### src/rtl/game_pkg.sv
// Shared game-level types: global game states, per-lane judge states and combo width.
package game_pkg;

    typedef enum logic [1:0] {
        IDLE        = 2'd0,
        SONG_SELECT = 2'd1,
        GAME_PLAY   = 2'd2,
        GAME_OVER   = 2'd3
    } game_state_t;

    typedef enum logic {
        L_IDLE = 1'b0,
        L_OPEN = 1'b1
    } lane_state_t;

    localparam int COMBO_W = 8;
    localparam logic [COMBO_W-1:0] COMBO_MAX = '1;

    function automatic logic [COMBO_W-1:0] sat_inc(input logic [COMBO_W-1:0] v);
        return (v == COMBO_MAX) ? v : v + 8'd1;
    endfunction

endpackage

### src/rtl/judge_lane.sv
// One judgement lane: button synchronizer, press edge detect, hit-window FSM and counter.
// hit/miss are decision pulses for the current cycle; the parent registers them.
module judge_lane
    import game_pkg::*;
#(
    parameter logic [23:0] WINDOW      = 24'd5_000_000,
    parameter int          SYNC_STAGES = 2
) (
    input  logic clk,
    input  logic rst_n,
    input  logic play,
    input  logic note,
    input  logic btn,
    output logic hit,
    output logic miss
);

    logic [SYNC_STAGES:0]   sh;
    logic [SYNC_STAGES-1:0] vsh;
    logic                   armed;
    logic                   press_p0;
    lane_state_t            state, state_n;
    logic [23:0]            cnt, cnt_n;

    // vsh marks which sync taps hold real samples, so a button held through
    // reset must be seen low once before its next rise counts as a press.
    always_ff @(posedge clk or negedge rst_n) begin
        if (!rst_n) begin
            sh       <= '0;
            vsh      <= '0;
            armed    <= 1'b0;
            press_p0 <= 1'b0;
            state    <= L_IDLE;
            cnt      <= '0;
        end else begin
            sh       <= {sh[SYNC_STAGES-1:0], btn};
            vsh      <= {vsh[SYNC_STAGES-2:0], 1'b1};
            armed    <= armed | (vsh[SYNC_STAGES-1] & ~sh[SYNC_STAGES-1]);
            press_p0 <= armed & sh[SYNC_STAGES-1] & ~sh[SYNC_STAGES];
            state    <= state_n;
            cnt      <= cnt_n;
        end
    end

    always_comb begin
        hit     = 1'b0;
        miss    = 1'b0;
        state_n = state;
        cnt_n   = cnt;
        if (!play) begin
            state_n = L_IDLE;
            cnt_n   = '0;
        end else begin
            case (state)
                L_IDLE: begin
                    if (note) begin
                        if (press_p0) begin
                            hit = 1'b1;
                        end else begin
                            state_n = L_OPEN;
                            cnt_n   = WINDOW - 24'd1;
                        end
                    end
                end
                L_OPEN: begin
                    // A press always scores the pending note; a fresh note then reopens.
                    if (press_p0) begin
                        hit = 1'b1;
                        if (note) begin
                            cnt_n = WINDOW - 24'd1;
                        end else begin
                            state_n = L_IDLE;
                            cnt_n   = '0;
                        end
                    end else if (note) begin
                        miss  = 1'b1;
                        cnt_n = WINDOW - 24'd1;
                    end else if (cnt == '0) begin
                        miss    = 1'b1;
                        state_n = L_IDLE;
                    end else begin
                        cnt_n = cnt - 24'd1;
                    end
                end
                default: begin
                    state_n = L_IDLE;
                    cnt_n   = '0;
                end
            endcase
        end
    end

endmodule

### src/rtl/judge_combo.sv
// Two-lane hit judge with registered judge report and saturating combo counter.
// Optional JUDGE_MISS_COUNT_EN adds a saturating miss_count output.
module judge_combo
    import game_pkg::*;
#(
    parameter logic [23:0] WINDOW      = 24'd5_000_000,
    parameter int          SYNC_STAGES = 2
) (
    input  logic               clk,
    input  logic               rst_n,
    input  logic [1:0]         current_state,
    input  logic [1:0]         note_arrive,
    input  logic [1:0]         btn,
    output logic [1:0]         judge,
    output logic               judge_valid,
    output logic [COMBO_W-1:0] combo
`ifdef JUDGE_MISS_COUNT_EN
    ,
    output logic [COMBO_W-1:0] miss_count
`endif
);

    logic       in_play;
    logic       song_sel;
    logic [1:0] lane_hit;
    logic [1:0] lane_miss;
    logic       any_result;

    assign in_play    = (current_state == GAME_PLAY);
    assign song_sel   = (current_state == SONG_SELECT);
    assign any_result = |(lane_hit | lane_miss);

    judge_lane #(.WINDOW(WINDOW), .SYNC_STAGES(SYNC_STAGES)) u_lane0 (
        .clk   (clk),
        .rst_n (rst_n),
        .play  (in_play),
        .note  (note_arrive[0]),
        .btn   (btn[0]),
        .hit   (lane_hit[0]),
        .miss  (lane_miss[0])
    );

    judge_lane #(.WINDOW(WINDOW), .SYNC_STAGES(SYNC_STAGES)) u_lane1 (
        .clk   (clk),
        .rst_n (rst_n),
        .play  (in_play),
        .note  (note_arrive[1]),
        .btn   (btn[1]),
        .hit   (lane_hit[1]),
        .miss  (lane_miss[1])
    );

    // Report stage: a miss on either lane breaks the combo even if the other lane hit.
    always_ff @(posedge clk or negedge rst_n) begin
        if (!rst_n) begin
            judge       <= 2'b00;
            judge_valid <= 1'b0;
            combo       <= '0;
        end else begin
            judge       <= in_play ? lane_hit : 2'b00;
            judge_valid <= in_play & any_result;
            if (song_sel) begin
                combo <= '0;
            end else if (in_play && any_result) begin
                combo <= (|lane_miss) ? '0 : sat_inc(combo);
            end
        end
    end

`ifdef JUDGE_MISS_COUNT_EN
    always_ff @(posedge clk or negedge rst_n) begin
        if (!rst_n) begin
            miss_count <= '0;
        end else if (song_sel) begin
            miss_count <= '0;
        end else if (in_play && (|lane_miss)) begin
            miss_count <= sat_inc(miss_count);
        end
    end
`endif

endmodule

### config.mk
export PLATFORM = sky130hd
export DESIGN_NAME = judge_combo
export DESIGN_NICKNAME = d
export VERILOG_FILES = /design/src/rtl/game_pkg.sv /design/src/rtl/judge_lane.sv /design/src/rtl/judge_combo.sv
export SDC_FILE = /design/constraint.sdc
export NUM_CORES = 1
export LEC_CHECK = 0
export ABC_CLOCK_PERIOD_IN_PS = 2200
export BUFFER_PORTS_ARGS = -buffer_cell sky130_fd_sc_hd__buf_2
export CAP_MARGIN = 30
export CELL_PAD_IN_SITES_DETAIL_PLACEMENT = 1
export CELL_PAD_IN_SITES_GLOBAL_PLACEMENT = 1
export CORE_ASPECT_RATIO = 1.4
export CORE_MARGIN = 3
export CORE_UTILIZATION = 43
export DETAILED_ROUTE_END_ITERATION = 7
export GPL_TIMING_DRIVEN = 0
export PLACE_DENSITY_LB_ADDON = 0.05
export REMOVE_ABC_BUFFERS = 1
export SYNTH_ARGS = -nofsm -noshare
export SYNTH_HDL_FRONTEND = slang
export SYNTH_SLANG_ARGS = --single-unit
### constraint.sdc
create_clock -name clk -period 2.2 [get_ports clk]
set_input_delay 0.22 -clock clk [delete_from_list [all_inputs] [get_ports clk]]
set_output_delay 0.22 -clock clk [all_outputs]
set_load 0.005 [all_outputs]
* Word level (Yosys, flattened, before mapping) *
Index checks and enable logic that the tools add are counted.

word-level totals
  output and inout port bits = 11
  logic and storage cells = 108
  bits in registers = 75

cells by class
  mux-type cells = 55
  add/sub/neg operators = 3
  reductions and logical operators = 9
  eq/ne operators = 10
  bitwise operators = 16

operators by type and width
  kind                   count
  $mux 24                12
  $pmux 24 s2            2
  $logic_not 24->1       2
  $sub 24x1->24 const B  2
  $mux 23                2
  $mux 8                 4
  $mux 1                 30
  $ne 3x3->1 const B     5
  $ne 5x4->1 const B     2
  $add 8x1->8 const B    1
  $eq 8x8->1 const B     1
  $pmux 1 s2             4
  $and 1x1->1            7
  $not 1->1              6
  $reduce_and 3->1       2
  $reduce_or 2->1        2
  $eq 2x1->1 const B     1
  $eq 2x2->1 const B     1
  $mux 2                 1
  $or 1x1->1             2
  $or 2x2->2             1
  $reduce_and 2->1       1
  $reduce_bool 2->1      1
  $logic_and 1x1->1      1

* Depth between registers and ports, before layout *
Gate-level depths: netlist of run 1.

  depth in word-level cells = 11
  gate-level depth with buffers = 8
  gate-level depth less buffers = 7

* Cells and area by module *
From an unflattened synthesis of run 1, not the netlist that was laid out.

second synthesis, totals
  cells, all modules = 462
  area total of the unflattened synthesis = 4274.1 sq um

modules (own cells, without submodules)
  module                instances  area an instance (sq um)  cells each
  judge_lane (u_lane0)  1          1849.3                    200
  judge_lane (u_lane1)  1          1816.7                    200
  judge_combo           1          608.1                     62

* Worst setup path before layout of run 1 *
No wires, ideal clock.

  path kind = register to register
  start = register u_lane0.cnt[0]
  end = register u_lane0.cnt[10]
  arrival time = 2127 ps
  cell stages (with the launch flop) = 8
  path buffers = 1
  path slack = -6 ps
  period minus slack after synthesis = 2206 ps
  cells stage by stage = dfrtp_1 > inv_1 > ha_1 > or3b_1 > or2_2 > clkbuf_1 > a2111oi_1 > mux2i_1

between the ends
  cells in the longest elaborated chain, start to end = 6

RTL lines
  element                   line              RTL
  start: declaration        judge_lane.sv:23  logic [23:0] cnt, cnt_n;
  start signal: assignment  judge_lane.sv:41  cnt <= cnt_n;
  $sub 24x1->24             judge_lane.sv:82  cnt_n = cnt - 24'd1;
  $mux 24                   judge_lane.sv:78  end else if (cnt == '0) begin
  $mux 24                   judge_lane.sv:75  end else if (note) begin
  $mux 24                   judge_lane.sv:67  if (press_p0) begin
  $pmux 24 s2               judge_lane.sv:54  case (state)
  $mux 24                   judge_lane.sv:50  if (!play) begin

Parallel ways exist; a longest one is shown, timed or not. The select of a mux whose other input is x is not followed.
A chain may end at the register's enable or synchronous reset.

* Worst setup path after layout of run 1 *
  start = register u_lane1.cnt[7]
  end = register u_lane1.cnt[11]

between the ends
  cells in the longest elaborated chain, start to end = 6

RTL lines
  element                   line
  start: declaration        judge_lane.sv:23
  start signal: assignment  judge_lane.sv:41
  $sub 24x1->24             judge_lane.sv:82
  $mux 24                   judge_lane.sv:78
  $mux 24                   judge_lane.sv:75
  $mux 24                   judge_lane.sv:67
  $pmux 24 s2               judge_lane.sv:54
  $mux 24                   judge_lane.sv:50

Parallel ways exist; a longest one is shown, timed or not. The select of a mux whose other input is x is not followed.

==> reports/metrics.cfg, run 1 <==
[outcome]
status = finished with violations
violations = setup timing

[clock_tree]
htree_levels = 3
numCtsBuffers = 9
clk_pin_slew_ns = 0.07
tritoncts = done
clock_latency_ns = 0.34
clockBufferDepth = 2
cts.sinks = 73
cts_root_buf = clkbuf_16

[placed_design]
io_buffer_count = 18
dpl-instance-area_um2 = 4530
dpl.hpwl_mm = 8.62
globalplace.congestion = 0.786
preCtsSetupSlack_ns = -1.21

[critical_path]
crit_family = simple AND/OR/NAND/NOR gates
crit_buf_inv = 2
crit_required_ns = 2.43
crit_path_cell_trace = nor4_4 > buf_4 > nand4_4 > buf_8 > o31a_1 > nor3b_2 > a211o_1
start_kind = flop
crit_type = reg -> reg
crit_arrival_ns = 2.43
max_stage_delay_ns = 0.46
path_max_fanout = 8
crit_path_end_kind = flop
slowest_stage = dfrtp_2

[cells_and_area]
drive_gt1_share_pct = 30.1
diodes = 0
fin_util_pct = 58.7
syn_to_final_growth_pct = 30.6
design_area_um2 = 5640
fin_nets = 527

[detailed_routing]
wirelength_mm = 14.2
drc_errors = 0
wire_per_inst_um = 21.7
drt-pass1-iter-count = 4
detail_route.iter0.violations = 164
drtAntennaViolNets = 0
via_per_inst = 6.34
vias = 4125

[global_route]
grtUsageTotal_pct = 24.4
antenna_found_initial = 0
grt_pass1_wl_mm = 22.2
grt_pass1_vias = 4230
grt_max_degree = 57
grt_overflow = 0

[floorplanning]
start_util_pct = 44.9
ioPinCount = 19
die_area_um2 = 11300
core_area_um2 = 9620
die-height_um = 125
die_w_um = 90.7
rows = 42

[synth]
yosys_warnings = 0
synthArstFlopShare_pct = 100
syn_inst = 468
synth_top_area_share_pct = 42.3
synth_seq_cells = 73
synth-edff-count = 0
synth_cell_type_count = 65
syn_area_um2 = 4320
synth_common_cells = dfrtp_1, nand2_1, nor2_1
synth.top_cells.by_area = dfrtp_1, nand2_1, o21ai_0
avgSynthCellArea_um2 = 9.23
synth-seq-area-share_pct = 42.3
synthFlopType = dfrtp_1
synth_top_cell_by_area = dfrtp_1
synth.most_common_cell = dfrtp_1

[sta]
max_clock_freq_mhz = 454
finalSetupViolCount = 2
rsz0062_at_grt = yes
finalHoldViolations = 0
finalCritPeriodShare_pct = 100
setup_tns_ns = -0.00477
maxSlewHeadroom_pct = 46.2
finClkSkew_ns = 0.00895
hold-worst-slack_ns = 0.299
period_minus_slack_ns = 2.20
worstMarginPinSlew_ns = 0.806
drv_slew = 0
setup_slack_ns = -0.00303

[pwr]
p_leak_nw = 2.34
ir_worst_vdd_uv = 414
p_per_area_nw_per_um2 = 730

[min_path]
min_path_type = in -> async

[run]
drv_cap = 0

==> layer usage <==
layer	global-route usage, %	wire, um	part of all wire, %	vias up
met5	0	0	0	-
met4	9.65	348	2.5	0
met2	43.6	7660	54	93
li1	-	-	-	1884
met3	3.87	504	3.6	30
met1	28.9	5640	40	2118
==> power by group <==
| group | switching (mW) | internal (mW) |
|---|---|---|
| logic | 0.618 | 0.433 |
| clock network | 0.641 | 0.889 |
| registers | 0.119 | 1.42 |
| total | 1.38 | 2.74 |
==> cells in the final DEF (no fill, tap or decap), drive strengths merged, types with 10 or more instances in the layout <==
cell type	count
dfrtp	73
buf	51
nand2	44
o21ai	36
nor2	32
a21oi	27
nand2b	21
o31ai	15
inv	14
or3	12
nor3	12
nor4	12
o21a	10
a221o	10
==> state kept, by name (all words and copies together) (netlist names), 2 cells and up <==
register / cells
combo: 8
u_lane0.sh: 3
u_lane0.cnt: 24
u_lane1.sh: 3
judge: 2
u_lane1.cnt: 24
==> stage by stage <==
stage / std cells / total power, mW
after floorplan: 449 / 2.00
after global placement: 599 / 2.22
after detailed placement: 600 / 2.25
after CTS: 633 / 3.96
after global routing: 651 / 4.31
final: 651 / 4.12
==> worst paths after layout <==
| check | slack, ns | depth (start not counted) | to | from |
|---|---|---|---|---|
| max reg2reg | -0.003 | 7 | u_lane1.cnt[11]$_DFFE_PN0P_ | u_lane1.cnt[7]$_DFFE_PN0P_ |
| min in group clk | 0.30 | 3 | u_lane0.state$_DFF_PN0_ | note_arrive[0] |
| min reg2reg | 0.35 | 0 | u_lane1.sh[1]$_DFF_PN0_ | u_lane1.sh[0]$_DFF_PN0_ |
| max in group asynchronous | 1.31 | 3 | u_lane0.cnt[1]$_DFFE_PN0P_ | rst_n |
| min | 0.30 | 2 | u_lane1.cnt[4]$_DFFE_PN0P_ | rst_n |
| max | -0.003 | 7 | u_lane1.cnt[11]$_DFFE_PN0P_ | u_lane1.cnt[7]$_DFFE_PN0P_ |
==> cell type report <==
cell class	count	area, um^2
Clock buffer	9	225
Clock inverter	7	77.6
Fill cell	1078	3970
Inverter	12	45.0
Multi-Input combinational cell	364	2870
Sequential cell	73	1840
Tap cell	132	165
Timing Repair Buffer	54	417
==> logic make-up (layout without fill, tap and decap cells) <==
logic type,after synthesis,in the layout,share of synthesized area [%]
buffers and inverters,31,82,2.81
xor gates and xnor gates,2,2,0.405
other,1,1,0.0868
AOI/OAI and AO/OA,156,156,25.6
adders and majority gates,5,5,1.45
and+or+nand+nor,190,190,25.1
DFF,73,73,42.3
muxes,10,10,2.35
==> what timing repair did <==
action | in CTS | in global routing
hold buffers | 3 | 0
endpoints found under the setup margin | 57 | 52
endpoints found under the hold margin | 19 | 0
gates cloned | 0 | 1
gates resized for setup | 54 | 65
pin swaps | 8 | 15
setup buffers | 14 | 17
(Power assumes the default switching activity.)
==> inputs of run 2 (changes only) <==
--- a/config.mk
+++ b/config.mk
@@ -5,18 +5,19 @@
 export SDC_FILE = /design/constraint.sdc
 export NUM_CORES = 1
 export LEC_CHECK = 0
-export ABC_CLOCK_PERIOD_IN_PS = 2200
+export ABC_CLOCK_PERIOD_IN_PS = 2750
 export BUFFER_PORTS_ARGS = -buffer_cell sky130_fd_sc_hd__buf_2
 export CAP_MARGIN = 30
 export CELL_PAD_IN_SITES_DETAIL_PLACEMENT = 1
 export CELL_PAD_IN_SITES_GLOBAL_PLACEMENT = 1
 export CORE_ASPECT_RATIO = 1.4
 export CORE_MARGIN = 3
-export CORE_UTILIZATION = 43
+export CORE_UTILIZATION = 52
 export DETAILED_ROUTE_END_ITERATION = 7
 export GPL_TIMING_DRIVEN = 0
 export PLACE_DENSITY_LB_ADDON = 0.05
 export REMOVE_ABC_BUFFERS = 1
+export SETUP_SLACK_MARGIN = 0.02
 export SYNTH_ARGS = -nofsm -noshare
 export SYNTH_HDL_FRONTEND = slang
 export SYNTH_SLANG_ARGS = --single-unit
==> constraint.sdc (replaced) <==
create_clock -name clk -period 2.75 [get_ports clk]
set_input_delay 0.275 -clock clk [delete_from_list [all_inputs] [get_ports clk]]
set_output_delay 0.275 -clock clk [all_outputs]
set_load 0.005 [all_outputs]
==> run 2 against run 1 <==
Effect of this change:
- the run now ends clean
- non-clock buffer count is 26 lower
- global-route usage is 3.4 points higher
- power is 36% lower
- core utilization is 1.4 points higher
- worst setup slack better by 0.16 ns
- count of clock-buffer cells in the layout stayed put
- hold slack better by 0.025 ns
- critical path type unchanged
- largest cell class unchanged
- highest routed layer unchanged
==> reports/metrics.cfg, run 2 (same netlist as run 1, synthesis figures left out) <==
[critical_path]
crit_type = reg -> reg
crit_path_end_kind = flop
crit_arrival_ns = 2.85  ; +0.42 ns
crit_required_ns = 3.00  ; +0.57 ns
start_kind = flop
path_max_fanout = 9  ; +1

[sta]
finalHoldViolations = 0  ; unchanged
setup_tns_ns = 0  ; +0.00477 ns
rsz0062_at_grt = no
hold-worst-slack_ns = 0.323  ; +0.0245 ns
drv_slew = 0  ; unchanged
max_clock_freq_mhz = 385  ; -15%
finClkSkew_ns = 0.0113  ; +0.00231 ns
finalSetupViolCount = 0  ; -2
setup_slack_ns = 0.155  ; +0.158 ns
worstMarginPinSlew_ns = 0.867  ; +0.0606 ns
finalCritPeriodShare_pct = 94.3  ; -5.8 points
period_minus_slack_ns = 2.59  ; +0.392 ns
maxSlewHeadroom_pct = 42.2  ; -3.9 points

[cells_and_area]
final_cell_mix = dfrtp_1, nand2_1, nor2_1
design_area_um2 = 4770  ; -15%
layoutNonFillerInstCount = 593  ; -8.9%
multi_input_area_um2 = 2400  ; -16%
diodes = 0  ; unchanged
seq_area_um2 = 1830  ; -0.88%
reg.largest.list = u_lane0.cnt x24, u_lane1.cnt x24, combo x8
fin_util_pct = 60.1  ; +1.4 points
syn_to_final_growth_pct = 10.5
fin_nets = 501  ; -4.9%
fillers = 912  ; -15%
drive_gt1_share_pct = 12.6  ; -17 points
final_common_cell = dfrtp_1

[pwr]
swShare_pct = 36.1  ; +2.7 points
p_per_area_nw_per_um2 = 552  ; -24%
p_seq_share_pct = 46.1  ; +8.8 points
p_leak_nw = 2.06  ; -12%
p_int_mw = 1.68  ; -39%
ir_worst_vdd_uv = 307  ; -26%
pwr-share-comb_pct = 22.9  ; -2.6 points
p_total_mw = 2.64  ; -36%
p_clk_share_pct = 31.1  ; -6.0 points
p_switching_uw = 952  ; -31%

[detailed_routing]
vias = 4045  ; -1.9%
drt-pass1-iter-count = 5  ; +1
wire_per_inst_um = 21.5  ; -1.1%
wirelength_mm = 12.8  ; -9.9%
drtAntennaViolNets = 0  ; unchanged
drc_errors = 0  ; unchanged
via_per_inst = 6.82  ; +7.7%
detail_route.iter0.violations = 287  ; +75%

[placed_design]
dp.cells = 569  ; -5.2%
preCtsSetupSlack_ns = -0.611  ; +0.602 ns
dpl.hpwl_mm = 8.77  ; +1.7%
dpl-instance-area_um2 = 4490  ; -0.88%
io_buffer_count = 18  ; unchanged
globalplace.congestion = 0.829  ; +5.4%

[floorplanning]
rows = 38  ; -9.5%
die_area_um2 = 9460  ; -16%
core_area_um2 = 7940  ; -17%
start_util_pct = 54.4  ; +9.5 points
die-height_um = 114  ; -8.6%
die_w_um = 83.0  ; -8.5%
ioPinCount = 19  ; unchanged

[clock_tree]
cts_root_buf = clkbuf_8
tritoncts = done
clockBufferDepth = 2  ; unchanged
htree_levels = 3  ; unchanged
clk_pin_slew_ns = 0.09  ; +0.02 ns
clock_latency_ns = 0.36  ; +0.02 ns
cts.sinks = 73  ; unchanged
numCtsBuffers = 9  ; unchanged

[global_route]
grtUsageTotal_pct = 27.8  ; +3.4 points
grt_max_degree = 42  ; -26%
grt_pass1_wl_mm = 21.2  ; -4.6%
grt_overflow = 0  ; unchanged
antenna_found_initial = 0  ; unchanged
grt_pass1_vias = 4253  ; +0.54%

[run]
drv_cap = 0  ; unchanged

[min_path]
min_path_type = in -> reg

[outcome]
status = complete, no violations

[run 2: changes by cell type in the layout (fill, tap and decap cells not counted), moves of 5 or more]
cell       previous run  this run
clkbuf_16             9         0
nor2_1               26        31
clkbuf_8              0         9
dfrtp_2              10         0
nor4_1                4         9
a21oi_1              22        27
buf_4                28         7
nor4_4                6         1
dfrtp_1              62        73
[run 2: worst paths after layout]
check	from	end	slack, ns	cells after the start
setup / recovery	u_lane1.cnt[0]$_DFFE_PN0P_	u_lane1.cnt[22]$_DFFE_PN0P_	0.16	7
hold / removal	note_arrive[0]	u_lane0.state$_DFF_PN0_	0.32	3
setup reg to reg	u_lane1.cnt[0]$_DFFE_PN0P_	u_lane1.cnt[22]$_DFFE_PN0P_	0.16	7
hold reg to reg	u_lane0.sh[0]$_DFF_PN0_	u_lane0.sh[1]$_DFF_PN0_	0.35	0
max in group asynchronous	rst_n	combo[7]$_DFFE_PN0P_	1.78	3
min in group asynchronous	rst_n	u_lane1.cnt[5]$_DFFE_PN0P_	0.39	2
[run 2: cell type report]
class | instances | share of cell area [%]
Clock buffer | 9 | 2.60
Clock inverter | 7 | 1.31
Sequential cell | 73 | 38.3
Tap cell | 100 | 2.62
Multi-Input combinational cell | 364 | 50.3
Timing Repair Buffer | 28 | 3.93
Inverter | 12 | 0.944
[run 2: metal layers]
layer  track usage, %  up-vias  routed length [um]
li1                 -     1850                   -
met1             33.3     2054                5240
met2             49.0      110                6690
met3             3.68       31                 403
met4             13.7        0                 422
met5                0        -                   0
[run 2: power by group through the flow]
stage / Clock, mW / Combinational [mW] / Sequential (mW)
3_3_place_gp: 0 / 0.544 / 1.22
2_1_floorplan: 0 / 0.397 / 1.20
4_1_cts: 0.836 / 0.589 / 1.21
6_report: 0.819 / 0.602 / 1.21
3_5_place_dp: 0 / 0.569 / 1.23
5_1_grt: 0.882 / 0.666 / 1.22
[run 2: worst max-delay path, cell delays in order, from the launching register on]
cell      delay [ns]
dfrtp_1         0.42
inv_1           0.12
ha_1            0.17
nor4b_1         0.40
nand4_2         0.36
o311ai_2        0.57
o41ai_1         0.13
a221o_1         0.31
[run 2: repair_timing]
| action | 4_1_cts | 5_1_grt |
|---|---|---|
| buffers inserted | 1 | 4 |
| gates resized for setup | 2 | 4 |
| setup endpoints to repair | 20 | 20 |
| endpoints found under the hold margin | 34 | 0 |
| hold buffers | 3 | 0 |
| pin swaps | 1 | 2 |
